### config.mk
export PLATFORM = sky130hd
export DESIGN_NAME = instr_mem_loader
export DESIGN_NICKNAME = d
export VERILOG_FILES = /design/src/rtl/instr_mem_loader_pkg.sv /design/src/rtl/instr_mem_loader_byte_assembler.sv /design/src/rtl/instr_mem_loader.sv
export SDC_FILE = /design/constraint.sdc
export NUM_CORES = 1
export LEC_CHECK = 0
export ABC_AREA = 1
export CORE_MARGIN = 1.5
export CORE_UTILIZATION = 46
export CTS_CLUSTER_SIZE = 25
export DETAILED_ROUTE_END_ITERATION = 8
export PLACE_DENSITY = 0.74
export SLEW_MARGIN = 15
export SYNTH_ARGS = -nofsm -noshare
export SYNTH_HDL_FRONTEND = slang
export SYNTH_SLANG_ARGS = --single-unit
export TNS_END_PERCENT = 20
### constraint.sdc
create_clock -name clk -period 1.45 [get_ports clk]
set_clock_uncertainty 0.1 [all_clocks]
set_input_delay 0.29 -clock clk [delete_from_list [all_inputs] [get_ports clk]]
set_output_delay 0.29 -clock clk [all_outputs]
set_load 0.1 [all_outputs]
### src/rtl/instr_mem_loader_pkg.sv
// rtl/instr_mem_loader_pkg.sv - shared states, sizing constants and byte-lane order for the loader
package instr_mem_loader_pkg;

  localparam int IMEM_DEPTH_WORDS = 128;
  localparam int IMEM_ADDR_W      = 7;

  typedef enum logic [1:0] {
    ST_IDLE,
    ST_RECV,
    ST_WRITE,
    ST_FIN
  } loader_state_e;

  // Big-endian lanes: earlier bytes occupy higher lanes, so the first byte lands in [31:24].
  function automatic logic [31:0] lane_append(input logic [23:0] upper, input logic [7:0] b);
    return {upper, b};
  endfunction

endpackage

### src/rtl/instr_mem_loader_byte_assembler.sv
// rtl/instr_mem_loader_byte_assembler.sv - 8-to-32 shift register with byte counter and word_valid pulse
module instr_mem_loader_byte_assembler
  import instr_mem_loader_pkg::*;
(
  input  logic        clk,
  input  logic        rst_n,
  input  logic        clear,
  input  logic [7:0]  byte_in,
  input  logic        byte_accept,
  output logic [31:0] word,
  output logic        word_valid
);

  logic [23:0] shift_q, shift_d;
  logic [1:0]  cnt_q, cnt_d;

  assign word       = lane_append(shift_q, byte_in);
  assign word_valid = byte_accept && !clear && (cnt_q == 2'd3);

  always_comb begin
    shift_d = shift_q;
    cnt_d   = cnt_q;
    if (clear) begin
      shift_d = '0;
      cnt_d   = '0;
    end else if (byte_accept) begin
      shift_d = (cnt_q == 2'd3) ? 24'h0 : word[23:0];
      cnt_d   = cnt_q + 2'd1;
    end
  end

  always_ff @(posedge clk or negedge rst_n) begin
    if (!rst_n) begin
      shift_q <= '0;
      cnt_q   <= '0;
    end else begin
      shift_q <= shift_d;
      cnt_q   <= cnt_d;
    end
  end

endmodule

### src/rtl/instr_mem_loader.sv
// rtl/instr_mem_loader.sv - serial byte loader into instruction memory with CPU stall
// Optional trailing XOR checksum word enabled by defining LOADER_CHECKSUM_EN.
module instr_mem_loader
  import instr_mem_loader_pkg::*;
#(
  parameter int DEPTH_WORDS = IMEM_DEPTH_WORDS,
  parameter int ADDR_W      = IMEM_ADDR_W
) (
  input  logic              clk,
  input  logic              rst_n,
  input  logic              start,
  input  logic [7:0]        word_count,
  input  logic [7:0]        byte_in,
  input  logic              byte_valid,
  output logic              byte_ready,
  output logic              wr_en,
  output logic [ADDR_W-1:0] wr_addr,
  output logic [31:0]       wr_data,
  output logic              cpu_stall,
  output logic              done,
  output logic              error
);

  loader_state_e     state_q, state_d;
  logic [7:0]        word_cnt_q, word_cnt_d;
  logic [7:0]        word_total_q, word_total_d;
  logic              wr_en_q, wr_en_d;
  logic [ADDR_W-1:0] wr_addr_q, wr_addr_d;
  logic [31:0]       wr_data_q, wr_data_d;
  logic              cpu_stall_q, cpu_stall_d;
  logic              done_q, done_d;
  logic              error_q, error_d;
  logic              asm_clear;
  logic [31:0]       asm_word;
  logic              asm_word_valid;
  logic              byte_accept;
`ifdef LOADER_CHECKSUM_EN
  logic              ck_phase_q, ck_phase_d;
  logic [31:0]       csum_q, csum_d;
`endif

  assign byte_ready  = (state_q == ST_RECV);
  assign byte_accept = byte_valid && byte_ready;

  instr_mem_loader_byte_assembler u_byte_assembler (
    .clk         (clk),
    .rst_n       (rst_n),
    .clear       (asm_clear),
    .byte_in     (byte_in),
    .byte_accept (byte_accept),
    .word        (asm_word),
    .word_valid  (asm_word_valid)
  );

  always_comb begin
    state_d      = state_q;
    word_cnt_d   = word_cnt_q;
    word_total_d = word_total_q;
    wr_en_d      = 1'b0;
    wr_addr_d    = wr_addr_q;
    wr_data_d    = wr_data_q;
    error_d      = error_q;
    asm_clear    = 1'b0;
`ifdef LOADER_CHECKSUM_EN
    ck_phase_d   = ck_phase_q;
    csum_d       = csum_q;
`endif
    unique case (state_q)
      ST_IDLE: begin
        if (start) begin
          error_d      = 1'b0;
          word_total_d = word_count;
          word_cnt_d   = '0;
          asm_clear    = 1'b1;
`ifdef LOADER_CHECKSUM_EN
          ck_phase_d   = (word_count == 8'd0);
          csum_d       = '0;
`endif
          if (32'(word_count) > DEPTH_WORDS) begin
            error_d = 1'b1;
            state_d = ST_FIN;
          end else if (word_count == 8'd0) begin
`ifdef LOADER_CHECKSUM_EN
            state_d = ST_RECV;
`else
            state_d = ST_FIN;
`endif
          end else begin
            state_d = ST_RECV;
          end
        end
      end
      ST_RECV: begin
        if (asm_word_valid) begin
`ifdef LOADER_CHECKSUM_EN
          if (ck_phase_q) begin
            error_d = (asm_word != csum_q);
            state_d = ST_FIN;
          end else begin
            csum_d    = csum_q ^ asm_word;
            wr_en_d   = 1'b1;
            wr_addr_d = word_cnt_q[ADDR_W-1:0];
            wr_data_d = asm_word;
            state_d   = ST_WRITE;
          end
`else
          wr_en_d   = 1'b1;
          wr_addr_d = word_cnt_q[ADDR_W-1:0];
          wr_data_d = asm_word;
          state_d   = ST_WRITE;
`endif
        end
      end
      ST_WRITE: begin
        word_cnt_d = word_cnt_q + 8'd1;
        if (word_cnt_d == word_total_q) begin
`ifdef LOADER_CHECKSUM_EN
          ck_phase_d = 1'b1;
          state_d    = ST_RECV;
`else
          state_d    = ST_FIN;
`endif
        end else begin
          state_d = ST_RECV;
        end
      end
      ST_FIN:  state_d = ST_IDLE;
      default: state_d = ST_IDLE;
    endcase
    cpu_stall_d = (state_d != ST_IDLE);
    done_d      = (state_d == ST_FIN);
  end

  always_ff @(posedge clk or negedge rst_n) begin
    if (!rst_n) begin
      state_q      <= ST_IDLE;
      word_cnt_q   <= '0;
      word_total_q <= '0;
      wr_en_q      <= 1'b0;
      wr_addr_q    <= '0;
      wr_data_q    <= '0;
      cpu_stall_q  <= 1'b0;
      done_q       <= 1'b0;
      error_q      <= 1'b0;
`ifdef LOADER_CHECKSUM_EN
      ck_phase_q   <= 1'b0;
      csum_q       <= '0;
`endif
    end else begin
      state_q      <= state_d;
      word_cnt_q   <= word_cnt_d;
      word_total_q <= word_total_d;
      wr_en_q      <= wr_en_d;
      wr_addr_q    <= wr_addr_d;
      wr_data_q    <= wr_data_d;
      cpu_stall_q  <= cpu_stall_d;
      done_q       <= done_d;
      error_q      <= error_d;
`ifdef LOADER_CHECKSUM_EN
      ck_phase_q   <= ck_phase_d;
      csum_q       <= csum_d;
`endif
    end
  end

  assign wr_en     = wr_en_q;
  assign wr_addr   = wr_addr_q;
  assign wr_data   = wr_data_q;
  assign cpu_stall = cpu_stall_q;
  assign done      = done_q;
  assign error     = error_q;

endmodule

==> qor.csv <==
stage;metric;value;unit
status;status;complete, but fails checks;
status;violations;negative setup slack;
drt;num_vias;3270;
floorplanning;core_region_area;0.00785;sq mm
clock_tree;clkLatencyLatePin;360;ps
sta;setup_viol;56;
power;p_per_area;2480;mW/mm^2
placement;port_buffers;63;
setup_path;path_depth;13;
drt;maxUsedRoutingLayer;met4;
sta;final_hold_viol_count;0;
global_route;grt_pass1_vias;3057;
global_route;grt.total_usage;0.209;
sta;max_freq;594;MHz
cells_and_area;final_layout_size_suffix_gt1_frac;0.346;
clock_tree;cts_sinks;87;
setup_path;endpoint_kind;flip-flop;
global_route;antenna_found_initial;0;
drt;vias_per_cell;5.28;
setup_path;cp-endpoint;done;
worst_hold_path;hold_class;in -> async;
synthesis;synth.largest_area_cell;dfrtp_1;
drt;drc;0;
setup_path;rr_worst_depth;13;
setup_path;cp.buffers_inverters;3;
setup_path;cp_data_arrival_time;1890;ps
global_route;overflow;0;
clock_tree;cts_tree;built;
floorplanning;fp.dieW;93.6;um
global_route;grt_pass1_wl;14300;um
power;p_leak;0.00273;uW
synthesis;synth.cell_area;0.00377;sq mm
sta;finalCriticalPeriod;1680;ps
floorplanning;initial_core_util;0.481;
global_route;grt_max_degree;36;
setup_path;slowest_delay;400;ps
synthesis;async_flop_share;1.00;
synthesis;synthCells;410;
cells_and_area;fin_nets;534;
setup_path;required;1660;ps
clock_tree;clockRootBuffer;clkbuf_8;
setup_path;r2r-start;word_cnt_q[1];
run;maxCapViolations;0;
drt;wl;10100;um
clock_tree;cts_buffers;9;
drt;wl_met1;4140;um
setup_path;crit_type;reg -> reg;
synthesis;synth_top_area_share;0.577;
drt;wl_met2;5100;um
synthesis;synth_common_cells;99 x nand2_1, 87 x dfrtp_1, 54 x inv_1;
floorplanning;die_h;93.6;um
synthesis;synth-edff-count;0;
placement;dp_hpwl;5870;um
power;peakVddDrop;1.90;mV
setup_path;slowest_stage;dfrtp_1;
synthesis;post-synth-top-count-cell;nand2_1;
synthesis;synth.avg_cell_area;9.20;sq um
floorplanning;dieArea;0.00875;sq mm
drt;antenna_left;0;
setup_path;crit_top_cell;nand2_1;
setup_path;ff2ff_setup_slack;-230;ps
cells_and_area;antenna_cells;0;
synthesis;syn_nets;432;
synthesis;ys_ff_latch;87;
drt;wl_met3;512;um
clock_tree;clk_pin_slew;90;ps
sta;maxSlewViolCount;0;
synthesis;synth_area_leaders;dfrtp_1 58%, nand2_1 9.9%, nand3_1 6.0%;
synthesis;synth_seq_area_share;0.577;
floorplanning;pin_count;64;
setup_path;cp_top_family;simple AND/OR/NAND/NOR gates;
placement;place.gp.congestion;0.854;
drt;wl_per_cell;16.3;um
sta;timing.final.crit_share;1.16;
sta;fin_ws;-234;ps
sta;finalSetupTns;-2590;ps
drt;first_iter_violations;312;
cells_and_area;syn_to_final_growth;54.7;%
placement;placed_area;0.00517;sq mm
cells_and_area;final_cell_area;0.00584;sq mm
setup_path;crit_fanout;3;
synthesis;synth_cell_types;28;
sta;max_slew_margin;0.789;
synthesis;synthFlopType;dfrtp_1;
clock_tree;cts.path.max_buffers;2;
drt;first_pass_iters;6;
sta;worst_pin_slew;316;ps
sta;rsz0062_at_grt;yes;
setup_path;critPathLaunch;word_cnt_q[1];
synthesis;yosys_warnings;0;
clock_tree;htreeDepth;3;
setup_path;crit_chain;buf_4, nand2_2, nor2_2, nand2_1, nand2_1, nand2_1, nand2_1, nand2_1, inv_1, nand3_2, nand3_2, nand2_1, inv_1;
floorplanning;num_rows;32;
cells_and_area;layout.filler_cells;488;
setup_path;reg2reg_to;done;
setup_path;cp-start-kind;flip-flop;
## power by group
part	internal (uW)	switching (uW)
sequential	3290	804
combinational	3170	5310
clock	983	900
## layer usage
layer / vias up / GRT usage
met5: - / 0
met3: 35 / 0.0293
met4: 0 / 0.102
li1: 1525 / -
met1: 1578 / 0.281
met2: 132 / 0.335
## worst reg2reg max path: stages (launching register included)
cell	delay, ps
dfrtp_1	400
buf_4	150
nand2_2	80
nor2_2	170
nand2_1	80
nand2_1	90
nand2_1	70
nand2_1	70
nand2_1	60
inv_1	70
nand3_2	110
nand3_2	80
nand2_1	50
inv_1	50
## worst min-delay path by stage
stage	endpoint	cells past startpoint	from
after floorplan	cpu_stall	0	rst_n
after global placement	error	1	rst_n
after detailed placement	word_total_q[4]	1	rst_n
after CTS	wr_data[7]	2	rst_n
after global routing	wr_en	2	rst_n
final	wr_data[6]	2	rst_n
## cell usage in the layout (no fill, tap or decap), drive strengths merged
cell type | Yosys | final
nand2 | 104 | 104
dfrtp | 87 | 87
buf | 13 | 82
o21ai | 68 | 68
inv | 60 | 62
nand3 | 47 | 47
clkdlybuf4s50 | 0 | 18
clkbuf | 2 | 15
nor2 | 14 | 14
o22ai | 6 | 6
nand4 | 2 | 2
bufinv | 0 | 2
ha | 2 | 2
clkinv | 0 | 2
xnor2 | 1 | 1
nand3b | 1 | 1
nor3 | 1 | 1
a21oi | 1 | 1
xor2 | 1 | 1
dlygate4sd3 | 0 | 1
## sequential cells by signal, indices dropped and copies added (netlist names)
name,cells
wr_data,32
u_byte_assembler.shift_q,24
word_cnt_q,8
word_total_q,8
wr_addr,7
state_q,2
u_byte_assembler.cnt_q,2
cpu_stall,1
done,1
error,1
wr_en,1
## per-stage QoR
step / worst slack, ps / cells / util / hold slack [ps] / total power, uW
after floorplan: -454 / 410 / - / -106 / 8540
after global placement: -328 / 590 / 0.658 / 106 / 11400
after detailed placement: -451 / 590 / 0.658 / 109 / 11500
after CTS: -199 / 609 / 0.694 / 258 / 13500
after global routing: -387 / 619 / 0.744 / 300 / 15000
final: -234 / 619 / 0.744 / 262 / 14500
## logic make-up (layout without fill, tap and decap cells)
logic type                 after synthesis  after routing  synth area share
AOI/OAI and AO/OA                       75             75             0.113
xor gates and xnor gates                 2              2           0.00464
and+or+nand+nor                        169            169             0.207
DFF                                     87             87             0.577
buffers and inverters                   75            182            0.0909
adders and majority gates                2              2           0.00663
## timing repair
| action | CTS | global route |
|---|---|---|
| resized for setup | 10 | 85 |
| hold endpoints to repair | 21 | 0 |
| endpoints found under the setup margin | 28 | 63 |
| hold buffers | 1 | 0 |
| pin swaps | 5 | 9 |
| setup buffers | 2 | 5 |
| gates cloned | 0 | 5 |
## layout make-up
class                      instances  area (sq um)  share of cell area
clock inverter                     6          91.3              0.0157
multi-input combinational        248          1480               0.253
sequential                        87          2180               0.373
tap                              102           128              0.0219
clock buffer                      10           128              0.0219
timing repair buffer             106          1600               0.274
inverter                          60           235              0.0403
No activity file was read; power rests on OpenSTA's default activity.
